--- src/rtl/mem_arbiter_pkg.sv ---
// mem_arbiter_pkg: shared constants for the IF/MEM single-port RAM arbiter.
// Read-return owner encodings, default starvation limit, common data words,
// and the lane-containment helper used by the optional misalignment check
// (MEM_ARB_MISALIGN_CHK_EN).
package mem_arbiter_pkg;

   localparam logic [1:0] OWNER_NONE = 2'd0;
   localparam logic [1:0] OWNER_IF   = 2'd1;
   localparam logic [1:0] OWNER_LS   = 2'd2;

   localparam int unsigned STARVE_MAX_DEF = 4;

   localparam logic [31:0] ZERO_WORD   = 32'h0000_0000;
   localparam logic [3:0]  READ_ENABLE = 4'b0000;

   // Misaligned when a requested lane sits below the address byte offset.
   function automatic logic misaligned(input logic [1:0] off, input logic [3:0] be);
      logic [3:0] lanes_ok;
      lanes_ok = 4'b1111 << off;
      return (off != 2'b00) && ((be & ~lanes_ok) != 4'b0000);
   endfunction

endpackage

--- src/rtl/mem_arb_starve_ctr.sv ---
// mem_arb_starve_ctr: counts consecutive cycles in which a pending fetch loses
// the RAM to load/store, saturating at STARVE_MAX; force_if requests that the
// next contested cycle go to the fetch port.
module mem_arb_starve_ctr
   import mem_arbiter_pkg::*;
#(
   parameter int unsigned STARVE_MAX = STARVE_MAX_DEF
) (
   input  logic clk,
   input  logic arst_n,
   input  logic if_req,
   input  logic ls_req,
   input  logic if_gnt,
   input  logic ls_gnt,
   output logic force_if
);

   localparam logic [3:0] MAX_CNT = 4'(STARVE_MAX);

   logic [3:0] cnt_q, cnt_d;

   // Next count: clear on fetch progress or no fetch pending, bump on a lost contest.
   always_comb begin
      cnt_d = cnt_q;
      if (if_gnt || !if_req) begin
         cnt_d = '0;
      end else if (ls_req && ls_gnt && (cnt_q != MAX_CNT)) begin
         cnt_d = cnt_q + 4'd1;
      end
   end

   // Counter register with synchronous active-low reset.
   always_ff @(posedge clk) begin
      if (!arst_n) cnt_q <= '0;
      else         cnt_q <= cnt_d;
   end

   assign force_if = (cnt_q == MAX_CNT);

endmodule

--- src/rtl/mem_arbiter.sv ---
// mem_arbiter: single-port RAM arbiter between IF fetch and MEM load/store.
// MEM has fixed priority; a starvation counter forces an IF grant after
// STARVE_MAX lost contests. Reads return exactly one cycle after the grant.
// Optional: define MEM_ARB_MISALIGN_CHK_EN to add ls_misalign_o and retire
// misaligned load/store requests without touching the RAM.
module mem_arbiter
   import mem_arbiter_pkg::*;
#(
   parameter int unsigned ADDR_W     = 32,
   parameter int unsigned DATA_W     = 32,
   parameter int unsigned STARVE_MAX = STARVE_MAX_DEF
) (
   input  logic              clk,
   input  logic              arst_n,
   input  logic              if_req,
   input  logic [ADDR_W-1:0] if_addr,
   output logic              if_gnt,
   output logic              if_rvalid,
   output logic [DATA_W-1:0] if_rdata,
   input  logic              ls_req,
   input  logic              ls_we,
   input  logic [3:0]        ls_be,
   input  logic [ADDR_W-1:0] ls_addr,
   input  logic [DATA_W-1:0] ls_wdata,
   output logic              ls_gnt,
   output logic              ls_rvalid,
   output logic [DATA_W-1:0] ls_rdata,
   output logic              ram_en,
   output logic [3:0]        ram_we,
   output logic [ADDR_W-1:0] ram_addr,
   output logic [DATA_W-1:0] ram_wdata,
   input  logic [DATA_W-1:0] ram_rdata,
   output logic              stall_if_o,
   output logic              stall_mem_o
`ifdef MEM_ARB_MISALIGN_CHK_EN
   ,
   output logic              ls_misalign_o
`endif
);

   logic [1:0] rd_owner_q, rd_owner_d;
   logic       force_if;
   logic       ls_bad;
   logic       ls_go;

`ifdef MEM_ARB_MISALIGN_CHK_EN
   assign ls_bad        = misaligned(ls_addr[1:0], ls_we ? ls_be : 4'b1111);
   assign ls_misalign_o = ls_gnt & ls_bad;
`else
   assign ls_bad = 1'b0;
`endif

   // LS grant that actually reaches the RAM (misaligned requests are retired only).
   assign ls_go = ls_gnt & ~ls_bad;

   mem_arb_starve_ctr #(
      .STARVE_MAX(STARVE_MAX)
   ) u_starve (
      .clk     (clk),
      .arst_n  (arst_n),
      .if_req  (if_req),
      .ls_req  (ls_req),
      .if_gnt  (if_gnt),
      .ls_gnt  (ls_gnt),
      .force_if(force_if)
   );

   // Grant selection: MEM wins unless the fetch has been starved; all grants held low in reset.
   always_comb begin
      if_gnt = 1'b0;
      ls_gnt = 1'b0;
      if (arst_n) begin
         if (if_req && (!ls_req || force_if)) if_gnt = 1'b1;
         else if (ls_req)                     ls_gnt = 1'b1;
      end
   end

   assign stall_if_o  = arst_n & if_req & ~if_gnt;
   assign stall_mem_o = arst_n & ls_req & ~ls_gnt;

   // RAM port drive from the winning requester; idle drives all zero.
   always_comb begin
      ram_en    = 1'b0;
      ram_we    = READ_ENABLE;
      ram_addr  = '0;
      ram_wdata = '0;
      if (if_gnt) begin
         ram_en   = 1'b1;
         ram_addr = if_addr;
      end else if (ls_go) begin
         ram_en    = 1'b1;
         ram_addr  = ls_addr;
         ram_wdata = ls_wdata;
         ram_we    = ls_we ? ls_be : READ_ENABLE;
      end
   end

   // Owner of the read data returning next cycle; stores and idle cycles own nothing.
   always_comb begin
      rd_owner_d = OWNER_NONE;
      if (if_gnt)                rd_owner_d = OWNER_IF;
      else if (ls_go && !ls_we)  rd_owner_d = OWNER_LS;
   end

   // Read-owner register with synchronous active-low reset.
   always_ff @(posedge clk) begin
      if (!arst_n) rd_owner_q <= OWNER_NONE;
      else         rd_owner_q <= rd_owner_d;
   end

   assign if_rvalid = arst_n & (rd_owner_q == OWNER_IF);
   assign ls_rvalid = arst_n & (rd_owner_q == OWNER_LS);
   assign if_rdata  = if_rvalid ? ram_rdata : ZERO_WORD;
   assign ls_rdata  = ls_rvalid ? ram_rdata : ZERO_WORD;

endmodule

--- config.mk ---
export PLATFORM = sky130hd
export DESIGN_NAME = mem_arbiter
export DESIGN_NICKNAME = d
export VERILOG_FILES = /design/src/rtl/mem_arbiter_pkg.sv /design/src/rtl/mem_arb_starve_ctr.sv /design/src/rtl/mem_arbiter.sv
export SDC_FILE = /design/constraint.sdc
export NUM_CORES = 1
export LEC_CHECK = 0
export ABC_AREA = 1
export BUFFER_PORTS_ARGS = -buffer_cell sky130_fd_sc_hd__buf_2
export CAP_MARGIN = 30
export CORE_AREA = 2 2 106 108
export DETAILED_ROUTE_END_ITERATION = 8
export DIE_AREA = 0 0 108 110
export PLACE_DENSITY = 0.47
export SYNTH_ARGS = -nofsm -noshare
export SYNTH_HDL_FRONTEND = slang
export SYNTH_SLANG_ARGS = --single-unit
export TNS_END_PERCENT = 1
--- constraint.sdc ---
create_clock -name clk -period 1.9 [get_ports clk]
set_input_delay 0.19 -clock clk [delete_from_list [all_inputs] [get_ports clk]]
set_output_delay 0.19 -clock clk [all_outputs]
set_load 0.02 [all_outputs]
==> flow_metrics.env <==
export IMPL_avgRoutedWirePerCell_um=11.0
export IMPL_drc=0
export IMPL_clkTransAtPathRegs_ns=0.04
export IMPL_drive_gt1_share_pct=49.8
export IMPL_area_growth_pct=110
export IMPL_p_int_w=0.000501
export IMPL_holdPathStages=2
export IMPL_synth_most_common_cell="nor2_1"
export IMPL_die_w_um=108
export IMPL_cap_violations=0
export IMPL_yosys_top_cells_area="nor2_1 (27%), nand3_1 (22%), inv_1 (20%)"
export IMPL_ctsLongestPathBuffers=2
export IMPL_layout_area_seq_sq_um=123
export IMPL_grt_max_degree=40
export IMPL_drt_iter0_drc=178
export IMPL_r2r_cells=8
export IMPL_cpMostUsedCell="nand2_4"
export IMPL_io_pins=276
export IMPL_overflow=0
export IMPL_crit_type="reg2out"
export IMPL_combPwrFrac_pct=63.6
export IMPL_start_util_pct=14.1
export IMPL_p_sw_w=0.000393
export IMPL_placementRows=38
export IMPL_dr_pass1_iters=4
export IMPL_relSlewSlack_pct=76.8
export IMPL_r2r_setup_slack_ns=0.58
export IMPL_p_clk_share_pct=21.6
export IMPL_fin_nets=742
export IMPL_grt_pass1_vias=2428
export IMPL_multi_input_area_sq_um=997
export IMPL_p_leak_nw=2.40
export IMPL_cts_buffers=3
export IMPL_fmax_mhz=549
export IMPL_cp_arrival_ns=1.63
export IMPL_fin_util_pct=29.6
export IMPL_end_kind="output port"
export IMPL_setup_violations=0
export IMPL_drtAntennaViolNets=0
export IMPL_cp_required_ns=1.71
export IMPL_routed_via_density=3.96
export IMPL_yosysWarnings=0
export IMPL_crit_cells=9
export IMPL_drt_wl_total_um=8120
export IMPL_postSynthCellCount=333
export IMPL_status="finished clean"
export IMPL_syn_num_nets=472
export IMPL_path_delay_family="simple AND/OR/NAND/NOR gates"
export IMPL_place_hpwl_um=6640
export IMPL_cp_num_buf_inv=3
export IMPL_dieArea_sq_um=11900
export IMPL_vias=2933
export IMPL_hold_ws_ns=0.226
export IMPL_synth_cell_types=15
export IMPL_crit_path_top_delay_cell="dfxtp_2"
export IMPL_critPathMaxStageDelay_ns=0.35
export IMPL_period_needed_ns=1.82
export IMPL_antenna_found_initial=0
export IMPL_crit_path_max_fanout=19
export IMPL_synth_edff_count=0
export IMPL_p_sw_share_pct=44.0
export IMPL_portBuffers=275
export IMPL_synth_seq_cells=6
export IMPL_cts_htree_levels=1
export IMPL_clk_latency_ns=0.23
export IMPL_syn_area_sq_um=1510
export IMPL_power_w=0.000894
export IMPL_hold_start="ls_we"
export IMPL_antennaDiodeCount=0
export IMPL_core_area_sq_um=10700
export IMPL_grtUsageTotal_pct=11.5
export IMPL_tightestPinTransition_ns=0.348
export IMPL_synth_area_per_cell_sq_um=4.54
export IMPL_pwr_share_seq_pct=14.7
export IMPL_ys_flop_type="dfxtp_1"
export IMPL_n_fill_cell=1232
export IMPL_cp_cell_sequence="inv_1, ha_1, nand3_2, nand2_4, nand2_8, nand2_4, clkbuf_16, nor2_1, buf_4"
export IMPL_ys_async_sr_fraction_pct=0
export IMPL_powerDensity_nw_per_um2=282
export IMPL_hold_viol=0
export IMPL_cts_root_buf="clkbuf_8"
export IMPL_hold_path_end="rd_owner_q[1]"
export IMPL_worstReg2RegStart="u_starve.cnt_q[0]"
export IMPL_r2r_end="rd_owner_q[1]"
export IMPL_routabilityCongestion=0.731
export IMPL_cts_tree="built"
export IMPL_die_h_um=110
export IMPL_period_share_pct=95.8
export IMPL_ir_drop_uv=111
export IMPL_hold_buffers=0
export IMPL_critical_path_startpoint="u_starve.cnt_q[0]"
export IMPL_skew_ns=0.00331
export IMPL_seq_area_frac_synth_pct=7.95
export IMPL_rsz0062_at_grt="true"
export IMPL_synth_commonest_cells="nor2_1 (107), inv_1 (79), nand3_1 (66)"
export IMPL_synth_top_area_share_pct=26.6
export IMPL_grt_pass1_wl_um=11000
export IMPL_maxSlewViolCount=0
export IMPL_cts_sinks=6
export IMPL_synth_top_area_cell="nor2_1"
export IMPL_min_path_type="in2reg"
export IMPL_worst_setup_path_start_kind="flop"
[what timing repair did]
item | in CTS | in global routing
resized for setup | 1 | 19
buffers inserted | 0 | 2
pin swaps | 0 | 1
endpoints found under the setup margin | 51 | 68
cloned | 0 | 1
[kinds of logic after synthesis]
group,synth area share (%)
XOR/XNOR,0.580
adder cells (fa/ha/maj),1.66
buffers and inverters,27.5
flip-flops,7.95
AND/OR/NAND/NOR,62.3
[layout make-up]
class	instances	share of cell area [%]
clock buffers	3	1.30
inverters	80	9.47
multi-input cells	225	31.5
flip-flops and latches	6	3.87
well taps	140	5.53
repair buffers	287	48.4
[per-stage QoR]
step	cells	TNS, ns	setup slack, ns	cell area, sq um
2_1_floorplan	333	0	0.275	1510
3_3_place_gp	735	0	0.244	3030
3_5_place_dp	735	0	0.201	3030
4_1_cts	738	-0.628	-0.0274	3070
5_1_grt	741	-0.0249	-0.0203	3170
6_report	741	0	0.0792	3170
[per-layer routing]
| layer | part of all wire (%) | vias up | global-route usage, % |
|---|---|---|---|
| li1 | - | 1505 | - |
| met1 | 38 | 1243 | 12.8 |
| met2 | 49 | 179 | 21.2 |
| met3 | 11 | 6 | 2.70 |
| met4 | 1.4 | 0 | 4.40 |
| met5 | 0 | - | 0 |
[worst max-delay path by stage]
stage	endpoint	slack [ns]
2_1_floorplan	ram_wdata[25]	0.28
3_3_place_gp	ram_addr[31]	0.24
3_5_place_dp	ram_addr[31]	0.20
4_1_cts	ram_wdata[11]	-0.03
5_1_grt	ram_wdata[6]	-0.02
6_report	ram_wdata[6]	0.08
[state kept, by name, summed over array words and instances (netlist names)]
| register | flops |
|---|---|
| rd_owner_q | 2 |
| u_starve.cnt_q | 4 |
[power by group through the flow]
stage               registers (W)  logic [W]  clock network, W
floorplan                0.000133   0.000288                 0
CTS                      0.000131   0.000552          0.000203
detailed placement       0.000133   0.000549                 0
global route             0.000132   0.000624          0.000210
finish                   0.000132   0.000569          0.000193
global placement         0.000133   0.000546                 0
[layout by cell type, fill, tap and decap left out]
master       n
nor2_2       3
dfxtp_1      4
buf_12       1
clkbuf_8     3
buf_8        1
nand2_8      1
clkinv_1     1
buf_2      265
nor2_1     104
buf_6        1
nand3_2      1
clkbuf_16    1
inv_1       79
nand4_1      1
nand2_4      2
xnor2_1      1
ha_1         2
dfxtp_2      2
nand3_1     66
buf_4       18
nand2_1     44
No activity file was read; power rests on OpenSTA's default activity.
